**config.mk**
```make
export PLATFORM = sky130hd
export DESIGN_NAME = counter_scheduler
export DESIGN_NICKNAME = d
export VERILOG_FILES = /design/src/rtl/counter_scheduler.sv
export SDC_FILE = /design/constraint.sdc
export NUM_CORES = 1
export LEC_CHECK = 0
export CELL_PAD_IN_SITES_DETAIL_PLACEMENT = 0
export CELL_PAD_IN_SITES_GLOBAL_PLACEMENT = 1
export CORE_ASPECT_RATIO = 1.4
export CORE_MARGIN = 5
export CORE_UTILIZATION = 35
export CTS_BUF_LIST = sky130_fd_sc_hd__clkbuf_16
export CTS_CLUSTER_SIZE = 40
export DETAILED_ROUTE_END_ITERATION = 10
export DONT_BUFFER_PORTS = 1
export HOLD_SLACK_MARGIN = 0.02
export PLACE_DENSITY = 0.59
export REMOVE_ABC_BUFFERS = 1
export SYNTH_ARGS = -nofsm -noshare
export SYNTH_HDL_FRONTEND = slang
export SYNTH_SLANG_ARGS = --single-unit
```
**constraint.sdc**
```tcl
create_clock -name clk -period 4 [get_ports clk]
set_input_delay 0.2 -clock clk [delete_from_list [all_inputs] [get_ports clk]]
set_output_delay 0.2 -clock clk [all_outputs]
set_load 0.05 [all_outputs]
```
**src/rtl/counter_scheduler.sv**
```systemverilog
// Round-robin sharing of one interval counter between NUM_REQ requesters; each grant runs N enabled cycles, then pulses done.
// Latency: grant 1 cycle after req seen in IDLE; done 1 cycle after the last enabled count cycle; 2 idle cycles from done to next grant.
// Backpressure: enable=0 stalls the count indefinitely; dropping req of the active requester aborts the run without done.
module counter_scheduler #(
   parameter int NUM_REQ = 4,
   parameter int CNT_W   = 4,
   parameter int ID_W    = 2
) (
   input  logic                     clk,
   input  logic                     rst_n,
   input  logic                     enable,
   input  logic [NUM_REQ-1:0]       req,
   input  logic [NUM_REQ*CNT_W-1:0] req_len,
   output logic [NUM_REQ-1:0]       grant,
   output logic [NUM_REQ-1:0]       done,
   output logic                     busy,
   output logic [ID_W-1:0]          active_id
);

   typedef enum logic [1:0] {
      S_IDLE  = 2'd0,
      S_COUNT = 2'd1,
      S_DONE  = 2'd2
   } state_t;

   localparam logic [ID_W-1:0]  LAST_RST = ID_W'(NUM_REQ - 1);
   localparam logic [CNT_W-1:0] CNT_ONE  = CNT_W'(1);

   state_t               state, state_nxt;
   logic [CNT_W-1:0]     count, count_nxt;
   logic [CNT_W-1:0]     target, target_nxt;
   logic [ID_W-1:0]      last, last_nxt;
   logic [NUM_REQ-1:0]   grant_nxt, done_nxt;
   logic                 busy_nxt;
   logic [ID_W-1:0]      active_id_nxt;

   // arbiter results
   logic                 any_req;
   logic [ID_W-1:0]      sel;
   logic [NUM_REQ-1:0]   sel_onehot;
   logic [CNT_W-1:0]     sel_len;
   logic [CNT_W-1:0]     len_arr [NUM_REQ];

   // run control during COUNT
   logic                 active_req;
   logic                 abort;
   logic                 finish;

   // Unpack the per-requester lengths so the selected one can be indexed by sel.
   always_comb begin
      for (int i = 0; i < NUM_REQ; i++) begin
         len_arr[i] = req_len[i*CNT_W +: CNT_W];
      end
   end

   // Round-robin pick: first requester above the last winner, else the first at or below it.
   always_comb begin
      logic            hi_found;
      logic            lo_found;
      logic [ID_W-1:0] hi_sel;
      logic [ID_W-1:0] lo_sel;
      hi_found = 1'b0;
      lo_found = 1'b0;
      hi_sel   = '0;
      lo_sel   = '0;
      // descending scan so the lowest matching index overwrites last
      for (int i = NUM_REQ - 1; i >= 0; i--) begin
         if (req[i]) begin
            if (ID_W'(i) > last) begin
               hi_found = 1'b1;
               hi_sel   = ID_W'(i);
            end else begin
               lo_found = 1'b1;
               lo_sel   = ID_W'(i);
            end
         end
      end
      any_req = hi_found | lo_found;
      sel     = hi_found ? hi_sel : lo_sel;
   end

   // One-hot of the winner and its length; a zero length still runs one enabled cycle.
   always_comb begin
      for (int i = 0; i < NUM_REQ; i++) begin
         sel_onehot[i] = (sel == ID_W'(i));
      end
      sel_len = (len_arr[sel] == '0) ? CNT_ONE : len_arr[sel];
   end

   // Run status: grant is one-hot on the active requester, so its req is req masked by grant.
   always_comb begin
      active_req = |(req & grant);
      abort      = ~active_req;
      finish     = enable && (count == (target - CNT_ONE));
   end

   // State register plus registered outputs and datapath.
   always_ff @(posedge clk or negedge rst_n) begin
      if (!rst_n) begin
         state     <= S_IDLE;
         count     <= '0;
         target    <= '0;
         last      <= LAST_RST;
         grant     <= '0;
         done      <= '0;
         busy      <= 1'b0;
         active_id <= '0;
      end else begin
         state     <= state_nxt;
         count     <= count_nxt;
         target    <= target_nxt;
         last      <= last_nxt;
         grant     <= grant_nxt;
         done      <= done_nxt;
         busy      <= busy_nxt;
         active_id <= active_id_nxt;
      end
   end

   // Next-state: abort wins over completion in the same COUNT cycle.
   always_comb begin
      state_nxt = state;
      case (state)
         S_IDLE:  state_nxt = any_req ? S_COUNT : S_IDLE;
         S_COUNT: begin
            if (abort) begin
               state_nxt = S_IDLE;
            end else if (finish) begin
               state_nxt = S_DONE;
            end else begin
               state_nxt = S_COUNT;
            end
         end
         S_DONE:  state_nxt = S_IDLE;
         default: state_nxt = S_IDLE;
      endcase
   end

   // Output/datapath next values; defaults describe the idle output state.
   always_comb begin
      grant_nxt     = '0;
      done_nxt      = '0;
      busy_nxt      = 1'b0;
      active_id_nxt = '0;
      count_nxt     = count;
      target_nxt    = target;
      last_nxt      = last;
      case (state)
         S_IDLE: begin
            if (any_req) begin
               grant_nxt     = sel_onehot;
               busy_nxt      = 1'b1;
               active_id_nxt = sel;
               count_nxt     = '0;
               target_nxt    = sel_len;
               last_nxt      = sel;
            end
         end
         S_COUNT: begin
            if (abort) begin
               count_nxt = '0;
            end else if (finish) begin
               // done goes to the same requester that held grant
               done_nxt      = grant;
               busy_nxt      = 1'b1;
               active_id_nxt = active_id;
               count_nxt     = '0;
            end else begin
               grant_nxt     = grant;
               busy_nxt      = 1'b1;
               active_id_nxt = active_id;
               count_nxt     = enable ? (count + CNT_ONE) : count;
            end
         end
         default: begin
            count_nxt = '0;
         end
      endcase
   end

endmodule

```
==> qor.yml, run 1 <==
run_status:
  status: "completed"
routing:
  remaining_drc_errors: 0
  vias_per_cell: 5.39
  wl_um: 2660
  drt_iter0_drc: 18
  drt.antenna.violating_nets: 0
  detail_route.wl_per_cell_um: 16.5
  vias: 868
  dr.pass1.iters: 4
finish:
  num_antenna_cells: 0
  final_common_cell: "dfrtp_1"
  multi_input_area_um2: 644
  drive_gt1_share_pct: 14.9
  nets: 147
  final_cells: 161
  regArea_um2: 578
  area_delta_synth_final_pct: 10.0
  layout_common_cells: "21 x dfrtp_1, 11 x nand2_1, 9 x mux2i_1"
  num-fill-cells: 352
die:
  coreArea_um2: 3440
  row_count: 25
  io_pins: 34
  dieArea_um2: 4920
  fp.dieW_um: 60.7
  die_h_um: 81.0
  initial_utilization_pct: 36.7
worst_setup_path:
  critPathCapture: "count[3]"
  worstSetupStartpoint: "grant[0]"
  ff2ff_path_depth: 6
  critPathArrivalTime_ns: 2.65
  slowest_delay_ns: 0.68
  critical_path.max_fanout: 9
  r2r-start: "grant[0]"
  cpMaxStageDelayCell: "dfrtp_1"
  worstPathRequired_ns: 4.16
  reg2reg_slack_ns: 1.52
  critPathKind: "reg2reg"
  path_cells: "a22o_1 -> a221oi_1 -> nor3b_2 -> nor2b_1 -> o21ai_0 -> o31ai_1"
  r2r_end: "count[3]"
  endpoint_kind: "register"
  crit_path_start_kind: "register"
clocking:
  htree_levels: 1
  cts.sinks: 23
  clk_latency_ns: 0.25
  path_clk_slew_ns: 0.06
  clock_path_buffers: 2
  cts_tree: "built"
  numCtsBuffers: 3
  root_buffer: "clkbuf_16"
timing:
  fin_setup_tns_ns: 0
  fmax_mhz: 403
  worstMarginPinSlew_ns: 1.03
  hold_viol_final: 0
  fin_crit_sh_pct: 62.1
  fin_crit_ns: 2.48
  setup_viol: 0
  rsz0062_at_grt: "no"
  maxSlewHeadroom_pct: 31.2
  finalClockSkew_ns: 0.00311
  hold_ws_ns: 0.314
  drv_slew: 0
synth:
  yosysSeqAreaShare_pct: 45.8
  synth_top_cell_by_area: "dfrtp_1"
  async_flop_share_pct: 100
  syn_area_um2: 1260
  synth-seq-cells: 23
  post_synth_main_area_contributors: "dfrtp_1 42%, mux2i_1 7.1%, dfstp_2 4.2%"
  yosysUniqueCellTypes: 39
  synth_flop_cell: "dfrtp_1"
  synth_edf_count: 0
  yosysWarnings: 0
  synthCells: 118
  syn_area_per_cell_um2: 10.7
  synth.top_cell.area_share_pct: 41.7
grt:
  grtUsageMet1_pct: 14.8
  busiest_layer: "met2"
  grtUsageTotal_pct: 12.1
  antenna_found_initial: 0
  overflow: 0
  grt_max_degree: 24
  grt_pass1_wl_um: 4600
  grt_pass1_vias: 914
  met3_usage_pct: 2.86
  grtUsageMet2_pct: 20.4
pwr:
  p_sw_share_pct: 44.0
  internal-power_uw: 638
  power_switching_uw: 502
  pwr-share-seq_pct: 44.6
  p_leak_uw: 0.000629
  pwr_density_cell_nw_per_um2: 822
  clkPwrFrac_pct: 19.2
  vdd_drop_max_mv: 0.298
  p_comb_share_pct: 36.2
placement:
  hpwl_um: 2170
  gp_congestion: 0.712
  portBuffers: 0
  numPlacedInstances: 156
job:
  drv_cap: 0
hold_path:
  hold_class: "in2reg"
-- worst min path at each step --
| stage | slack (ns) | startpoint | end | depth (start not counted) |
|---|---|---|---|---|
| 2_1_floorplan | -0.1 | rst_n | active_id[0] | 0 |
| 3_3_place_gp | -0.1 | rst_n | done[0] | 0 |
| 6_report | 0.31 | req_len[15] | target[3] | 3 |
| 3_5_place_dp | -0.1 | rst_n | done[2] | 0 |
| 4_1_cts | 0.31 | req_len[15] | target[3] | 3 |
| 5_1_grt | 0.34 | req_len[6] | target[2] | 3 |
-- kinds of logic after synthesis --
kind of cell,after synthesis,share of synthesized area (%)
flip-flops,23,45.8
XOR/XNOR,5,3.47
multiplexers,12,9.82
adder cells (fa/ha/maj),2,1.98
buffers and inverters,8,3.07
AND/OR/NAND/NOR,39,17.2
AO/OA/AOI/OAI,29,18.7
-- critical path: cells and delay by family, from the launching register on --
kind	cells	cell delay [ns]
compound gates	4	0.82
flops	1	0.68
simple gates	2	0.88
-- area by class of cell --
cell class / instances / area share, %
clock buffer: 3 / 5.41
clock inverter: 1 / 0.541
inverter: 6 / 1.62
multi-input combinational: 87 / 46.4
sequential: 23 / 41.7
tap: 40 / 3.61
timing repair buffer: 1 / 0.721
-- stage by stage --
stage	setup slack (ns)	instance area, um2	util [%]	total power [uW]
floorplan	1.79	1240	-	837
global placement	1.55	1290	37.6	919
detailed placement	1.51	1290	37.6	929
CTS	1.49	1390	40.3	1160
global route	1.23	1390	40.3	1220
finish	1.52	1390	40.3	1140
-- state kept, by name (all words and copies together) (netlist names) --
register and flops:
grant 4, active_id 2, busy 1, target 4
last 2, state 2, count 4, done 4
-- metal layers --
metal | wire [um] | up-vias | part of all wire (%)
met2 | 1350 | 32 | 51
met5 | 0 | - | 0
met1 | 1120 | 404 | 42
met4 | 27 | 0 | 1.0
li1 | - | 430 | -
met3 | 160 | 2 | 6.0
-- synth_stat cells, types with 2 or more instances --
| master | n |
|---|---|
| a21oi_1 | 2 |
| a22o_1 | 4 |
| and2_1 | 2 |
| and3_1 | 4 |
| dfrtp_1 | 21 |
| dfstp_2 | 2 |
| ha_1 | 2 |
| inv_1 | 5 |
| mux2_2 | 3 |
| mux2i_1 | 9 |
| nand2_1 | 11 |
| nand2b_1 | 2 |
| nor2_1 | 8 |
| nor2b_1 | 3 |
| nor3_2 | 2 |
| o21ai_0 | 5 |
| o21ai_1 | 6 |
| o22ai_1 | 2 |
| or2_1 | 2 |
| xnor2_1 | 4 |
-- power groups by stage --
stage	registers, uW	clock network, uW	logic [uW]
2_1_floorplan	490	0	348
3_3_place_gp	512	0	408
6_report	508	219	413
5_1_grt	523	231	467
4_1_cts	511	225	421
3_5_place_dp	515	0	414
-- what timing repair did --
item	in CTS	in global routing
resized for setup	0	0
endpoints found under the hold margin	23	0
setup endpoints to repair	0	0
buffers inserted	0	0
hold buffers	1	0
Note: power is estimated with default switching activity, not from simulation.
==> run 2: changes to the inputs <==
--- a/config.mk
+++ b/config.mk
@@ -15,7 +15,7 @@
 export DETAILED_ROUTE_END_ITERATION = 10
 export DONT_BUFFER_PORTS = 1
 export HOLD_SLACK_MARGIN = 0.02
-export PLACE_DENSITY = 0.59
+export PLACE_DENSITY = 0.62
 export REMOVE_ABC_BUFFERS = 1
 export SYNTH_ARGS = -nofsm -noshare
 export SYNTH_HDL_FRONTEND = slang
==> constraint.sdc (replaced) <==
create_clock -name clk -period 2.07 [get_ports clk]
set_input_delay 0.1035 -clock clk [delete_from_list [all_inputs] [get_ports clk]]
set_output_delay 0.1035 -clock clk [all_outputs]
set_load 0.05 [all_outputs]
==> run 2 against run 1 <==
- clock skew up 0.0016 ns
- critical path depth up 2
- largest cell class unchanged
- highest routed layer unchanged
- power up 120%
- critical path type unchanged
==> qor.yml, run 2 (synthesis gave the netlist of run 1 again) <==
run_status:
  status: "completed"
finish:
  regArea_um2: 578  # unchanged
  nets: 163  # +11%
  drive_gt1_share_pct: 27.0  # +12 points
  layout_common_cells: "21 x dfrtp_1, 15 x buf_4, 11 x nand2_1"
  finish.utilization_pct: 44.9  # +4.6 points
  area_delta_synth_final_pct: 22.5
  num-fill-cells: 343  # -2.6%
  num_antenna_cells: 0  # unchanged
  final_common_cell: "dfrtp_1"
  multi_input_area_um2: 678  # +5.2%
  final_area_um2: 1550  # +11%
routing:
  dr.pass1.iters: 4  # unchanged
  vias_per_cell: 5.26  # -2.4%
  detail_route.wl_per_cell_um: 16.3  # -1.4%
  vias: 931  # +7.3%
  wl_met3_um: 119  # -26%
  wl_met1_um: 1210  # +8.1%
  drt_iter0_drc: 16  # -2
  remaining_drc_errors: 0  # unchanged
  routed.top_layer: "met4"
  wl_um: 2890  # +8.4%
  drt.antenna.violating_nets: 0  # unchanged
  met2_length_um: 1520  # +12%
worst_setup_path:
  endpoint_kind: "register"
  worstSetupStartpoint: "last[0]"
  r2r-start: "last[0]"
  critPathKind: "reg2reg"
  ff2ff_path_depth: 8  # +2
  critPathCapture: "target[0]"
  critPathArrivalTime_ns: 2.13  # -0.52 ns
  r2r_end: "target[0]"
  worstPathRequired_ns: 2.21  # -1.95 ns
  crit_path_start_kind: "register"
  critical_path.max_fanout: 5  # -4
  reg2reg_slack_ns: 0.08  # -1.44 ns
die:
  fp.dieW_um: 60.7  # unchanged
  coreArea_um2: 3440  # unchanged
  row_count: 25  # unchanged
  io_pins: 34  # unchanged
  initial_utilization_pct: 36.7  # unchanged
  dieArea_um2: 4920  # unchanged
  die_h_um: 81.0  # unchanged
grt:
  grt_pass1_vias: 985  # +7.8%
  grt_max_degree: 24  # unchanged
  overflow: 0  # unchanged
  antenna_found_initial: 0  # unchanged
  grtUsageTotal_pct: 12.5  # +0.41 points
  grt_pass1_wl_um: 4660  # +1.2%
job:
  drv_cap: 0  # unchanged
pwr:
  p_leak_uw: 0.000720  # +15%
  pwr_density_cell_nw_per_um2: 1620  # +98%
  p_total_uw: 2510  # +120%
  vdd_drop_max_mv: 0.871  # +190%
hold_path:
  holdCritStartpoint: "req_len[7]"
  hold_class: "in2reg"
placement:
  hpwl_um: 2240  # +3.3%
  gp_congestion: 0.755  # +6.0%
  postPlaceCellArea_um2: 1380  # +6.4%
  dp_slack_ns: -0.0826  # -1.59 ns
  portBuffers: 0  # unchanged
timing:
  finalClockSkew_ns: 0.00471  # +0.00160 ns
  fmax_mhz: 502  # +25%
  layout_setup_ws_ns: 0.0788  # -1.44 ns
  fin_crit_sh_pct: 96.2  # +34 points
  drv_slew: 0  # unchanged
  fin_crit_ns: 1.99  # -0.493 ns
  maxSlewHeadroom_pct: 30.3  # -0.87 points
  hold_viol_final: 0  # unchanged
  setup_viol: 0  # unchanged
  worstMarginPinSlew_ns: 1.04  # +0.0130 ns
clocking:
  clock_path_buffers: 2  # unchanged
  cts.sinks: 23  # unchanged
  path_clk_slew_ns: 0.06  # about the same
  clk_latency_ns: 0.25  # about the same
  numCtsBuffers: 3  # unchanged
  htree_levels: 1  # unchanged
  root_buffer: "clkbuf_16"
  cts_tree: "built"
## run 2: critical path, stage by stage, from the launching register on
cell and delay, ns:
dfstp_2 0.55, nand2b_4 0.13, o21ai_2 0.05, a221oi_2 0.32, buf_4 0.22, mux2i_1 0.07
mux2_4 0.28, a31oi_4 0.17, a21oi_1 0.08
## run 2: repair_timing
item                       CTS  global route
pin swaps                    0             4
gates resized for setup      1             8
cloned                       0             1
setup buffers                0             4
hold endpoints to repair    23             0
setup endpoints to repair    3             4
hold buffers                 1             0
## run 2: power breakdown
part | leakage (uW) | internal (uW) | switching, uW | total (uW)
clock | 0.0000371 | 262 | 163 | 425
sequential | 0.000296 | 608 | 226 | 834
combinational | 0.000387 | 581 | 668 | 1250
## run 2: worst min path at each step
stage                              end  depth (start not counted)
after CTS                    target[3]                          3
after detailed placement       done[1]                          0
after global placement         done[3]                          0
after floorplan           active_id[0]                          0
final                        target[3]                          3
after global routing         target[3]                          3
## run 2: cell type report
class	count	area share, %
Timing Repair Buffer	17	8.66
Tap cell	40	3.24
Clock buffer	3	4.86
Inverter	6	1.46
Clock inverter	1	0.486
Sequential cell	23	37.4
Multi-Input combinational cell	87	43.9
## run 2: metrics by stage
stage          hold WS (ns)  std cells  setup TNS [ns]
4_1_cts               0.211        172               0
5_1_grt               0.241        177         -0.0126
6_report              0.229        177               0
2_1_floorplan        -0.192        116          -0.149
3_5_place_dp         -0.191        167          -0.128
3_3_place_gp         -0.192        167               0
## run 2: per-layer routing
layer | GRT usage [%] | vias up
li1 | - | 459
met1 | 15.4 | 449
met3 | 1.59 | 2
met4 | 4.56 | 0
met5 | 0 | -
met2 | 21.7 | 21
